==> src/rtl/bp_engine_result_arbiter_pkg.sv <==
// -----------------------------------------------------------------------------
// bp_engine_result_arbiter_pkg
// Shared definitions for the engine result arbiter: the frame header tag,
// the frame length helper and the arbiter FSM state type.
// -----------------------------------------------------------------------------
package bp_engine_result_arbiter_pkg;

   // Upper nibble of every frame header byte; lower nibble carries the engine index.
   localparam logic [3:0] FRAME_HDR_TAG = 4'hA;

   typedef enum logic [1:0] {
      IDLE  = 2'd0,
      GRANT = 2'd1,
      SEND  = 2'd2
   } arb_state_t;

   // One header byte followed by the record bytes.
   function automatic int frame_len(input int record_bytes);
      return record_bytes + 1;
   endfunction

endpackage

==> src/rtl/bp_engine_result_arbiter_rr_arbiter_prio.sv <==
// -----------------------------------------------------------------------------
// rr_arbiter_prio
// Combinational round-robin priority pick: returns the first asserted request
// at or after ptr, searching cyclically.
// Ports:
//   req   - request vector, one bit per engine
//   ptr   - engine index with highest priority this cycle
//   idx   - selected engine index (0 when nothing is requesting)
//   found - at least one request is asserted
// -----------------------------------------------------------------------------
module rr_arbiter_prio #(
   parameter int N     = 8,
   parameter int IDX_W = (N > 1) ? $clog2(N) : 1
) (
   input  logic [N-1:0]     req,
   input  logic [IDX_W-1:0] ptr,
   output logic [IDX_W-1:0] idx,
   output logic             found
);

   logic [IDX_W:0] cand;

   // NOTE: every signal driven here gets a default before any branch; a path
   // that leaves one unassigned would infer a latch.
   always_comb begin
      found = 1'b0;
      idx   = '0;
      cand  = '0;
      for (int k = 0; k < N; k++) begin
         // ptr + k folded back into 0..N-1 (N need not be a power of two)
         cand = {1'b0, ptr} + (IDX_W+1)'(k);
         if (cand >= (IDX_W+1)'(N)) cand = cand - (IDX_W+1)'(N);
         if (!found && req[cand[IDX_W-1:0]]) begin
            found = 1'b1;
            idx   = cand[IDX_W-1:0];
         end
      end
   end

endmodule

==> src/rtl/bp_engine_result_arbiter.sv <==
// -----------------------------------------------------------------------------
// bp_engine_result_arbiter
// Shares one bulk-IN byte stream between N_ENGINE correlation engines. Engines
// are granted round-robin; each granted record is sent as a frame
// {A, engine_idx} followed by the record bytes LSB first, and o_last marks
// USB packet boundaries (full MAX_PKT packets, or a short packet when the
// stream is about to go quiet).
// Ports:
//   i_clk, i_rst_n  - clock, asynchronous active-low reset
//   i_cg            - clock-gate enable; 0 freezes all state and masks o_ack
//   i_enable        - arbitration enable; 0 lets the current frame finish
//   i_req, i_record - per-engine level requests and packed result records
//   o_ack           - one-cycle pulse to the engine whose record was captured
//   o_data, o_valid, i_ready, o_last - byte stream with valid/ready handshake
//   o_busy          - FSM not in IDLE
// -----------------------------------------------------------------------------
module bp_engine_result_arbiter
   import bp_engine_result_arbiter_pkg::*;
#(
   parameter int N_ENGINE     = 8,
   parameter int RECORD_BYTES = 4,
   parameter int MAX_PKT      = 16
) (
   input  logic                               i_clk,
   input  logic                               i_rst_n,
   input  logic                               i_cg,
   input  logic                               i_enable,
   input  logic [N_ENGINE-1:0]                i_req,
   input  logic [N_ENGINE*RECORD_BYTES*8-1:0] i_record,
   output logic [N_ENGINE-1:0]                o_ack,
   output logic [7:0]                         o_data,
   output logic                               o_valid,
   input  logic                               i_ready,
   output logic                               o_last,
   output logic                               o_busy
);

   localparam int REC_W     = RECORD_BYTES * 8;
   localparam int FRAME_LEN = frame_len(RECORD_BYTES);
   localparam int IDX_W     = $clog2(N_ENGINE);
   localparam int BI_W      = $clog2(FRAME_LEN);
   localparam int PC_W      = $clog2(MAX_PKT);

   localparam logic [BI_W-1:0] LAST_BYTE = BI_W'(FRAME_LEN - 1);
   localparam logic [PC_W-1:0] PKT_END   = PC_W'(MAX_PKT - 1);

   arb_state_t        state, state_nxt;
   logic [IDX_W-1:0]  rr_ptr;
   logic [BI_W-1:0]   byte_idx;
   logic [PC_W-1:0]   pkt_cnt;
   logic [REC_W-1:0]  hold_rec;
   logic [IDX_W-1:0]  hold_idx;

   logic [IDX_W-1:0]  pick_idx;
   logic              pick_found;
   logic [REC_W-1:0]  sel_rec;
   logic [7:0]        frame_byte;
   logic              more_work;
   logic              last_byte;
   logic              xfer;

   rr_arbiter_prio #(
      .N     (N_ENGINE),
      .IDX_W (IDX_W)
   ) u_prio (
      .req   (i_req),
      .ptr   (rr_ptr),
      .idx   (pick_idx),
      .found (pick_found)
   );

   // Record of the picked engine; constant-index mux keeps the select simple.
   always_comb begin
      sel_rec = '0;
      for (int e = 0; e < N_ENGINE; e++) begin
         if (pick_idx == IDX_W'(e)) sel_rec = i_record[e*REC_W +: REC_W];
      end
   end

   // Byte 0 is the header, bytes 1..RECORD_BYTES come from the held record.
   always_comb begin
      frame_byte = {FRAME_HDR_TAG, 4'(hold_idx)};
      for (int b = 0; b < RECORD_BYTES; b++) begin
         if (byte_idx == BI_W'(b + 1)) frame_byte = hold_rec[b*8 +: 8];
      end
   end

   assign more_work = i_enable && (|i_req);
   assign last_byte = (byte_idx == LAST_BYTE);

   always_comb begin
      state_nxt = state;
      o_ack     = '0;
      o_valid   = 1'b0;
      o_data    = '0;
      o_last    = 1'b0;
      xfer      = 1'b0;
      o_busy    = (state != IDLE);
      case (state)
         IDLE: begin
            if (more_work) state_nxt = GRANT;
         end
         GRANT: begin
            if (pick_found) begin
               // A gated cycle captures nothing, so it must not ack either.
               o_ack[pick_idx] = i_cg;
               state_nxt       = SEND;
            end else begin
               state_nxt = IDLE;
            end
         end
         SEND: begin
            o_valid = 1'b1;
            o_data  = frame_byte;
            // Short packet when the stream goes quiet after this frame.
            o_last  = (pkt_cnt == PKT_END) || (last_byte && !more_work);
            xfer    = i_ready;
            if (i_ready && last_byte) state_nxt = more_work ? GRANT : IDLE;
         end
         default: state_nxt = IDLE;
      endcase
   end

   // NOTE: sequential state uses non-blocking assignments so every register
   // samples pre-edge values regardless of statement order.
   always_ff @(posedge i_clk or negedge i_rst_n) begin
      if (!i_rst_n) begin
         state <= IDLE;
      end else if (i_cg) begin
         state <= state_nxt;
      end
   end

   // NOTE: the holding register is reset along with the control state; it is a
   // single record wide, and a known value keeps o_data deterministic in tests.
   always_ff @(posedge i_clk or negedge i_rst_n) begin
      if (!i_rst_n) begin
         rr_ptr   <= '0;
         byte_idx <= '0;
         pkt_cnt  <= '0;
         hold_rec <= '0;
         hold_idx <= '0;
      end else if (i_cg) begin
         if (state == GRANT && pick_found) begin
            hold_rec <= sel_rec;
            hold_idx <= pick_idx;
            rr_ptr   <= (pick_idx == IDX_W'(N_ENGINE - 1)) ? '0 : pick_idx + 1'b1;
            byte_idx <= '0;
         end
         if (xfer) begin
            byte_idx <= last_byte ? '0 : byte_idx + 1'b1;
            pkt_cnt  <= o_last ? '0 : pkt_cnt + 1'b1;
         end
      end
   end

endmodule

==> config.mk <==
export PLATFORM = sky130hd
export DESIGN_NAME = bp_engine_result_arbiter
export DESIGN_NICKNAME = d
export VERILOG_FILES = /design/src/rtl/bp_engine_result_arbiter_pkg.sv /design/src/rtl/bp_engine_result_arbiter_rr_arbiter_prio.sv /design/src/rtl/bp_engine_result_arbiter.sv
export SDC_FILE = /design/constraint.sdc
export NUM_CORES = 1
export LEC_CHECK = 0
export ABC_AREA = 1
export ABC_CLOCK_PERIOD_IN_PS = 8700
export CORE_ASPECT_RATIO = 0.5
export CORE_MARGIN = 2
export CORE_UTILIZATION = 46
export CTS_BUF_LIST = sky130_fd_sc_hd__clkbuf_16
export DETAILED_ROUTE_END_ITERATION = 8
export GPL_TIMING_DRIVEN = 1
export PLACE_DENSITY = 0.95
export SETUP_SLACK_MARGIN = 0.4
export SYNTH_ARGS = -nofsm -noshare
export SYNTH_HDL_FRONTEND = slang
export SYNTH_HIERARCHICAL = 1
export SYNTH_SLANG_ARGS = --single-unit
==> constraint.sdc <==
create_clock -name i_clk -period 8.7 [get_ports i_clk]
set_input_delay 1.305 -clock i_clk [delete_from_list [all_inputs] [get_ports i_clk]]
set_output_delay 1.305 -clock i_clk [all_outputs]
set_load 0.005 [all_outputs]
==> metrics.yaml, run 1 <==
run_status:
  outcome: "finished clean"
detailed_routing:
  routedWlPerCell_um: 15.8
  drcViolationCount: 0
  vias: 8366
  drt_iter0_drc: 798
  viasPerCell: 5.24
  postRouteAntennaNets: 0
  wl_um: 25200
  first_pass_iters: 6
yosys:
  synth_edf_count: 0
  synth_top_family_by_area: "simple AND/OR/NAND/NOR gates"
  ys_warn_count: 6
  syn_area_um2: 6250
  synthAdderAreaFrac: 0.0280
  synthMuxAreaShare: 0
  avgSynthCellArea_um2: 5.27
  synth_nets: 1469
  async_flop_share: 1.00
  synthCells: 1186
  synth_simple_gate_area_frac: 0.591
  synth-main-ff-cell: "dfrtp_1"
  ys_ff_latch: 47
  synthXorXnorAreaFrac: 0.00821
  yosysSeqAreaShare: 0.188
  ys_types: 38
  synth_compound_area_frac: 0.0571
floorplan:
  core-area_um2: 13400
  die_area_um2: 14600
  die_x_um: 169
  initial_core_util: 0.466
  die-height_um: 86.4
  io_pins: 288
  core.rowCount: 30
critical_path:
  required_ns: 7.39
  path_max_fanout: 42
  crit_slowest_cell: "dfrtp_1"
  endpoint_kind: "output port"
  path_class: "reg2out"
  path_delay_family: "simple AND/OR/NAND/NOR gates"
  max_stage_delay_ns: 0.69
  crit_buf_inv: 4
  arrival_ns: 4.69
  start_kind: "flop"
  worstPathCellList: "inv_2 -> ha_1 -> inv_2 -> nand3_1 -> nand2_1 -> nand2_1 -> nand2_1 -> nand2_1 -> o21ai_0 -> nor2_1 -> nand2_1 -> nor2_1 -> nand3_1 -> inv_4 -> nand2_1 -> nor2_1 -> clkdlybuf4s50_1"
  worst_path_most_repeated_cell: "nand2_1"
layout:
  fillers: 1196
  nets: 1702
  final_common_cell: "nand2_1"
  drive_gt1_frac: 0.0472
  area_growth_pct: 46.3
  layout_common_cells: "517 x nand2_1, 286 x clkdlybuf4s50_1, 165 x nor2_1"
  n_antenna_cell: 0
sta:
  skew_ns: 0.00703
  worst_slew_pin_slew_ns: 1.08
  setup_viol: 0
  rsz0062_at_grt: "false"
  max_freq_mhz: 167
  slew-limit-headroom: 0.282
  fin_crit_sh: 0.689
  hold_violations: 0
  slew_violations: 0
  hold_ws_ns: 0.477
  setup_tns_ns: 0
  period_needed_ns: 6.00
grt:
  antenna_found_initial: 0
  overflow: 0
  grt_max_degree: 73
  first_global_vias: 7761
  track_usage: 0.342
  grt_pass1_wl_um: 39400
placement:
  hpwl_um: 19800
  gp_congestion: 1.05
  io_buffers: 287
clock_tree:
  cts_resized: 0
  cts_buffers: 5
  postCtsSetupRepairBufs: 0
  clock-sinks: 47
  clkTransAtPathRegs_ns: 0.07
  cts_tree: "yes"
  cts_buffer_depth: 2
  clk_latency_ns: 0.29
  cts_root_buf: "clkbuf_16"
  htree_levels: 2
  cts-hold-fix-buffers: 0
min_path:
  hold_path_class: "reg2reg"
run:
  maxCapViolCount: 0
==> final cells by class <==
type	instances	area [um^2]	share of cell area
clock inverters	3	12.5	0.00137
clock buffers	5	125	0.0137
flip-flops and latches	47	1180	0.129
inverters	116	438	0.0479
multi-input cells	960	4280	0.469
repair buffers	289	2880	0.316
well taps	176	220	0.0241
==> cell usage after synthesis, types with 5 or more instances <==
master / number / share of area
a21oi_1: 9 / 0.0072
buf_2: 23 / 0.018
buf_4: 10 / 0.012
buf_6: 7 / 0.013
clkbuf_1: 20 / 0.012
dfrtp_1: 47 / 0.19
ha_1: 14 / 0.028
inv_1: 103 / 0.062
inv_2: 12 / 0.0072
nand2_1: 517 / 0.31
nand3_1: 116 / 0.093
nand4_1: 23 / 0.023
nor2_1: 165 / 0.099
nor3_1: 5 / 0.0040
o21ai_0: 37 / 0.030
o21ai_1: 8 / 0.0064
or2_0: 6 / 0.0060
or2_2: 25 / 0.025
==> through the flow <==
stage / worst slack [ns] / instances / cell area, um^2 / utilization
global placement: 2.87 / 1588 / 9000 / 0.672
CTS: 2.73 / 1596 / 9140 / 0.682
finish: 2.70 / 1596 / 9140 / 0.682
floorplan: 4.61 / 1186 / 6250 / -
global route: 2.31 / 1596 / 9140 / 0.682
detailed placement: 2.77 / 1588 / 9000 / 0.672
==> sequential cells by signal, summed over array words and instances, names as in the netlist <==
signal	count
byte_idx	3
hold_idx	3
state	2
hold_rec	32
rr_ptr	3
pkt_cnt	4
==> cell families after synthesis <==
| family | Yosys count |
|---|---|
| compound gates | 65 |
| xor+xnor | 5 |
| fa+ha+maj | 14 |
| buf+inv | 179 |
| flops | 47 |
| simple gates | 876 |
==> tightest hold or removal path, cell delays in order, from the launching register on <==
cell     delay (ns)
dfrtp_1        0.34
nand2_1        0.05
nand2_1        0.06
==> worst paths after layout <==
kind	end	depth (start not counted)	from	slack, ns
worst min register to register	hold_rec[30]	2	hold_rec[30]	0.48
worst max-delay path	o_ack[1]	17	rr_ptr[0]	2.70
worst max register to register	hold_rec[26]	23	rr_ptr[0]	2.92
min in group asynchronous	pkt_cnt[2]	1	i_rst_n	1.21
worst min-delay path	hold_rec[30]	2	hold_rec[30]	0.48
max in group asynchronous	hold_rec[19]	1	i_rst_n	6.83
==> routing by layer <==
layer	GRT usage	routed length (um)	vias up	part of all wire
met1	0.429	10300	3771	0.41
met4	0.125	973	0	0.039
met2	0.610	12200	406	0.48
met3	0.0470	1850	74	0.073
li1	-	-	4115	-
met5	0	0	-	0
Power of run 1 is not shown: default switching activity piles up to over one toggle a cycle in this logic, so the estimate is an artifact.
==> run 2: changes to the inputs <==
- ABC_CLOCK_PERIOD_IN_PS: 8700 -> 5300
- CORE_UTILIZATION: 46 -> 39
- PLACE_DENSITY: 0.95 -> 0.86
- clock period: 8.7 -> 5.3 ns (I/O delays scaled with it)
==> run 2 against run 1 <==
Compared with the run above: critical endpoint is now o_ack[0]; non-clock buffer count grew 15; register-to-register slack got worse by 2.0 ns; hold slack improved by 0.0016 ns; die area grew 17%; core utilization decreased by 8.3 points; first-iteration DRC count shrank 14%.
==> metrics.yaml, run 2 (synthesized netlist as in run 1, its figures left out) <==
run_status:
  outcome: "finished clean"
sta:
  slew-limit-headroom: 0.273  # -0.00887
  max_freq_mhz: 217
  worst_slew_pin_slew_ns: 1.09  # +0.0145 ns
  rsz0062_at_grt: "false"
  setup_tns_ns: 0  # unchanged
  hold_violations: 0  # unchanged
  slew_violations: 0  # unchanged
  fin_crit_sh: 0.868
  hold_ws_ns: 0.479  # +0.00159 ns
  skew_ns: 0.00630  # -0.000729 ns
  period_needed_ns: 4.60
  setup_viol: 0  # unchanged
grt:
  track_usage: 0.294  # -0.0482
  antenna_found_initial: 0  # unchanged
  use_met3: 0.0526  # +0.00554
  first_global_vias: 7782  # +0.27%
  grt.busiest_layer: "met2"
  overflow: 0  # unchanged
  grt_max_degree: 74  # +1.4%
  use_met1: 0.379  # -0.0499
  grt_pass1_wl_um: 39600  # +0.49%
  use_met2: 0.500  # -0.110
placement:
  io_buffers: 287  # unchanged
  hpwl_um: 20800  # +5.0%
  dpl-instance-area_um2: 9160  # +1.8%
  gp_congestion: 0.983  # -5.9%
layout:
  drive_gt1_frac: 0.0578  # +0.0107
  postLayoutCellArea_um2: 9300  # +1.8%
  layout_common_cells: "517 x nand2_1, 286 x clkdlybuf4s50_1, 165 x nor2_1"
  reg_top3: "hold_rec: 32 flops, pkt_cnt: 4 flops"
  final_util: 0.599  # -0.0831
  n_antenna_cell: 0  # unchanged
  area_growth_pct: 48.9
  nets: 1717  # +0.88%
  registers.top_by_ff_count: "hold_rec"
  largest_register_ffs: 32  # unchanged
  fillers: 1498  # +25%
  final_common_cell: "nand2_1"
floorplan:
  io_pins: 288  # unchanged
  core-area_um2: 15500  # +16%
  initial_core_util: 0.402  # -0.0640
  die_area_um2: 17100  # +17%
  die-height_um: 93.5  # +8.2%
  die_x_um: 183  # +8.4%
  core.rowCount: 32  # +6.7%
critical_path:
  endpoint_kind: "output port"
  start_kind: "input pin"
  r2r_end: "hold_rec[19]"
  required_ns: 4.51  # -2.88 ns
  r2r_slack_ns: 0.88  # -2.04 ns
  critPathLaunch: "i_req[7]"
  r2r-start: "rr_ptr[1]"
  arrival_ns: 3.80  # -0.89 ns
  critPathCapture: "o_ack[0]"
  path_class: "in2out"
  r2r.worst_path.cells: 22  # -4.3%
  path_max_fanout: 41  # -2.4%
clock_tree:
  cts_buffer_depth: 2  # unchanged
  clk_latency_ns: 0.30  # about the same
  htree_levels: 2  # unchanged
  clock-sinks: 47  # unchanged
  cts_root_buf: "clkbuf_16"
  postCtsSetupRepairBufs: 0  # unchanged
  cts_tree: "yes"
  cts_buffers: 5  # unchanged
  cts_resized: 0  # unchanged
  cts-hold-fix-buffers: 0  # unchanged
  clkTransAtPathRegs_ns: 0.06  # about the same
min_path:
  min_delay_path_depth: 2  # unchanged
  hold_path_class: "reg2reg"
detailed_routing:
  routedWlPerCell_um: 15.5  # -2.0%
  first_pass_iters: 5  # -1
  wl_um: 25400  # +0.65%
  postRouteAntennaNets: 0  # unchanged
  viasPerCell: 5.01  # -4.4%
  drt_iter0_drc: 690  # -14%
  vias: 8217  # -1.8%
  drcViolationCount: 0  # unchanged
run:
  maxCapViolCount: 0  # unchanged
==> run 2: cell types whose count changed in the layout (fill, tap and decap cells not counted) <==
cell	change
clkinvlp_4	+1
buf_12	+1
inv_1	-1
buf_4	+14
==> run 2: per-layer routing <==
metal,vias to the layer above,share of wire
met5,-,0
met4,0,0.032
met3,62,0.066
met2,298,0.47
met1,3708,0.44
li1,4149,-
==> run 2: how the worst min path moves through the flow <==
stage / startpoint / end / slack (ns)
2_1_floorplan: hold_rec[16] / hold_rec[16] / 0.44
6_report: hold_rec[17] / hold_rec[17] / 0.48
3_5_place_dp: hold_rec[24] / hold_rec[24] / 0.46
3_3_place_gp: hold_rec[20] / hold_rec[20] / 0.46
5_1_grt: hold_rec[0] / hold_rec[0] / 0.51
4_1_cts: hold_rec[20] / hold_rec[20] / 0.48
==> run 2: final cells by class <==
type	instances	area, um^2	area share
Sequential cell	47	1180	0.126
Tap cell	204	255	0.0274
Multi-Input combinational cell	960	4280	0.460
Clock buffer	5	125	0.0135
Timing Repair Buffer	304	3010	0.323
Inverter	116	438	0.0471
Clock inverter	3	16.3	0.00175
==> run 2: metrics by stage <==
stage                     setup WS [ns]  instances
final                             0.702       1639
after global routing              0.438       1639
after CTS                         0.777       1639
after detailed placement          0.635       1631
after global placement            0.765       1631
after floorplan                    1.79       1186
==> run 2: critical path: stages <==
cell	delay [ns]
clkdlybuf4s50_1	0.45
nand2_1	0.11
nand3_1	0.10
nand2_1	0.14
nor2_1	0.05
a31oi_1	0.46
inv_1	0.16
nand3_1	0.12
nand3_1	0.15
inv_4	0.08
buf_4	0.40
nand2_1	0.14
nor2_1	0.12
clkdlybuf4s50_1	0.52
Power of run 2 is left out for the same reason.
==> run 3: changes to the inputs <==
- PLACE_DENSITY: 0.86 -> 0.8
==> run 3 against run 2 <==
Compared with the run above: global-route usage is 1.5 points lower; register-to-register slack got worse by 0.16 ns; hold slack worse by 0.0014 ns; non-clock buffer count down 5; critical path depth increased by 9.
==> metrics.yaml, run 3 (synthesized netlist as in run 1, its figures left out) <==
run_status:
  outcome: "finished clean"
detailed_routing:
  wl_um: 24600  # -3.4%
  drt_iter0_drc: 713  # +3.3%
  drcViolationCount: 0  # unchanged
  postRouteAntennaNets: 0  # unchanged
  routedWlPerCell_um: 15.0  # -3.1%
  viasPerCell: 4.95  # -1.3%
  first_pass_iters: 6  # +1
  vias: 8088  # -1.6%
grt:
  grt_max_degree: 51  # -31%
  track_usage: 0.279  # -0.0149
  antenna_found_initial: 0  # unchanged
  first_global_vias: 7472  # -4.0%
  overflow: 0  # unchanged
  grt_pass1_wl_um: 37900  # -4.4%
floorplan:
  die_x_um: 183  # unchanged
  core-area_um2: 15500  # unchanged
  io_pins: 288  # unchanged
  initial_core_util: 0.402  # unchanged
  die_area_um2: 17100  # unchanged
  die-height_um: 93.5  # unchanged
  core.rowCount: 32  # unchanged
clock_tree:
  clk_latency_ns: 0.29  # about the same
  postCtsSetupRepairBufs: 0  # unchanged
  cts_root_buf: "clkbuf_16"
  clock-sinks: 47  # unchanged
  cts_tree: "yes"
  clkTransAtPathRegs_ns: 0.07  # about the same
  cts_buffer_depth: 2  # unchanged
  cts_buffers: 5  # unchanged
  htree_levels: 2  # unchanged
sta:
  worst_slew_pin_slew_ns: 1.06  # -0.0289 ns
  setup_viol: 0  # unchanged
  slew-limit-headroom: 0.292  # +0.0193
  slew_violations: 0  # unchanged
  setup_tns_ns: 0  # unchanged
  rsz0062_at_grt: "false"
  hold_violations: 0  # unchanged
  period_needed_ns: 4.59  # -0.0115 ns
  fin_crit_sh: 0.865  # -0.00217
  max_freq_mhz: 218  # +0.25%
  skew_ns: 0.00786  # +0.00155 ns
min_path:
  hold_path_class: "reg2reg"
  min-delay-start: "hold_rec[28]"
layout:
  layout_common_cells: "517 x nand2_1, 286 x clkdlybuf4s50_1, 165 x nor2_1"
  area_growth_pct: 49.3
  final_common_cell: "nand2_1"
  largest_register_ffs: 32  # unchanged
  nets: 1713  # -0.23%
  drive_gt1_frac: 0.0559  # -0.00193
  fillers: 1545  # +3.1%
  n_antenna_cell: 0  # unchanged
  registers.top_by_ff_count: "hold_rec"
  reg_top3: "hold_rec: 32 flops, pkt_cnt: 4 flops"
placement:
  io_buffers: 287  # unchanged
  hpwl_um: 19500  # -6.3%
  gp_congestion: 0.974  # -0.93%
critical_path:
  arrival_ns: 4.82  # +1.02 ns
  required_ns: 5.53  # +1.02 ns
  r2r-start: "rr_ptr[0]"
  endpoint_kind: "flop"
  start_kind: "input pin"
  critPathLaunch: "i_req[5]"
  path_max_fanout: 21  # -49%
  path_class: "in2reg"
run:
  maxCapViolCount: 0  # unchanged
==> run 3: cell types whose count changed in the layout (fill, tap and decap cells not counted), sizes merged <==
cell and change:
clkinv -1, inv -1, bufinv +2, buf -5, nor2 +1
==> run 3: through the flow <==
step                      setup slack [ns]  hold WS, ns  utilization  cell area, um^2  std cells
after floorplan                       1.79        0.444            -             6250       1186
after global placement               0.654        0.457        0.587             9120       1626
after detailed placement             0.534        0.461        0.587             9120       1626
after CTS                            0.776        0.479        0.600             9310       1634
after global routing                 0.402        0.493        0.600             9330       1635
final                                0.713        0.477        0.600             9330       1635
==> run 3: path summary, 6_finish.rpt <==
| path | endpoint | slack (ns) | cells past startpoint |
|---|---|---|---|
| max reg2reg | hold_rec[0] | 0.72 | 28 |
| min reg2reg | hold_rec[28] | 0.48 | 2 |
| min | hold_rec[28] | 0.48 | 2 |
| max in group asynchronous | hold_rec[11] | 3.95 | 1 |
| max | hold_rec[0] | 0.71 | 23 |
| min in group asynchronous | hold_rec[29] | 0.68 | 1 |
==> run 3: critical path: stages <==
cell	delay, ns
clkdlybuf4s50_1	0.46
nand2_1	0.11
nand3_1	0.11
nand2_1	0.12
nor2_1	0.04
a31oi_1	0.43
inv_1	0.15
nand3_1	0.12
nand3_1	0.20
inv_1	0.29
ha_1	0.43
inv_2	0.30
nor2_4	0.45
nand2_1	0.09
nand3_1	0.10
nand2_1	0.09
nand2_1	0.10
nand2_1	0.11
nand2_1	0.07
nand2_1	0.06
nand2_1	0.06
nand2_1	0.06
nand2_1	0.05
==> run 3: area by class of cell <==
cell class                      instances  area (um^2)  area share
Inverter                              116          440      0.0472
Multi-Input combinational cell        961         4290       0.460
Tap cell                              204          255      0.0274
Timing Repair Buffer                  299         2970       0.318
Sequential cell                        47         1180       0.126
Clock buffer                            5          125      0.0134
Clock inverter                          3         67.6     0.00724
==> run 3: layer usage <==
metal,wire (um),track usage,vias up,part of all wire
li1,-,-,4149,-
met1,11400,0.387,3625,0.46
met2,11200,0.465,268,0.46
met3,1320,0.0257,46,0.054
met4,663,0.0807,0,0.027
met5,0,0,-,0
==> run 3: repair_timing <==
item | 4_1_cts | 5_1_grt
hold buffers | 0 | 0
gates resized for setup | 0 | 2
endpoints found under the hold margin | 0 | 0
endpoints found under the setup margin | 0 | 23
Power of run 3 is left out for the same reason.
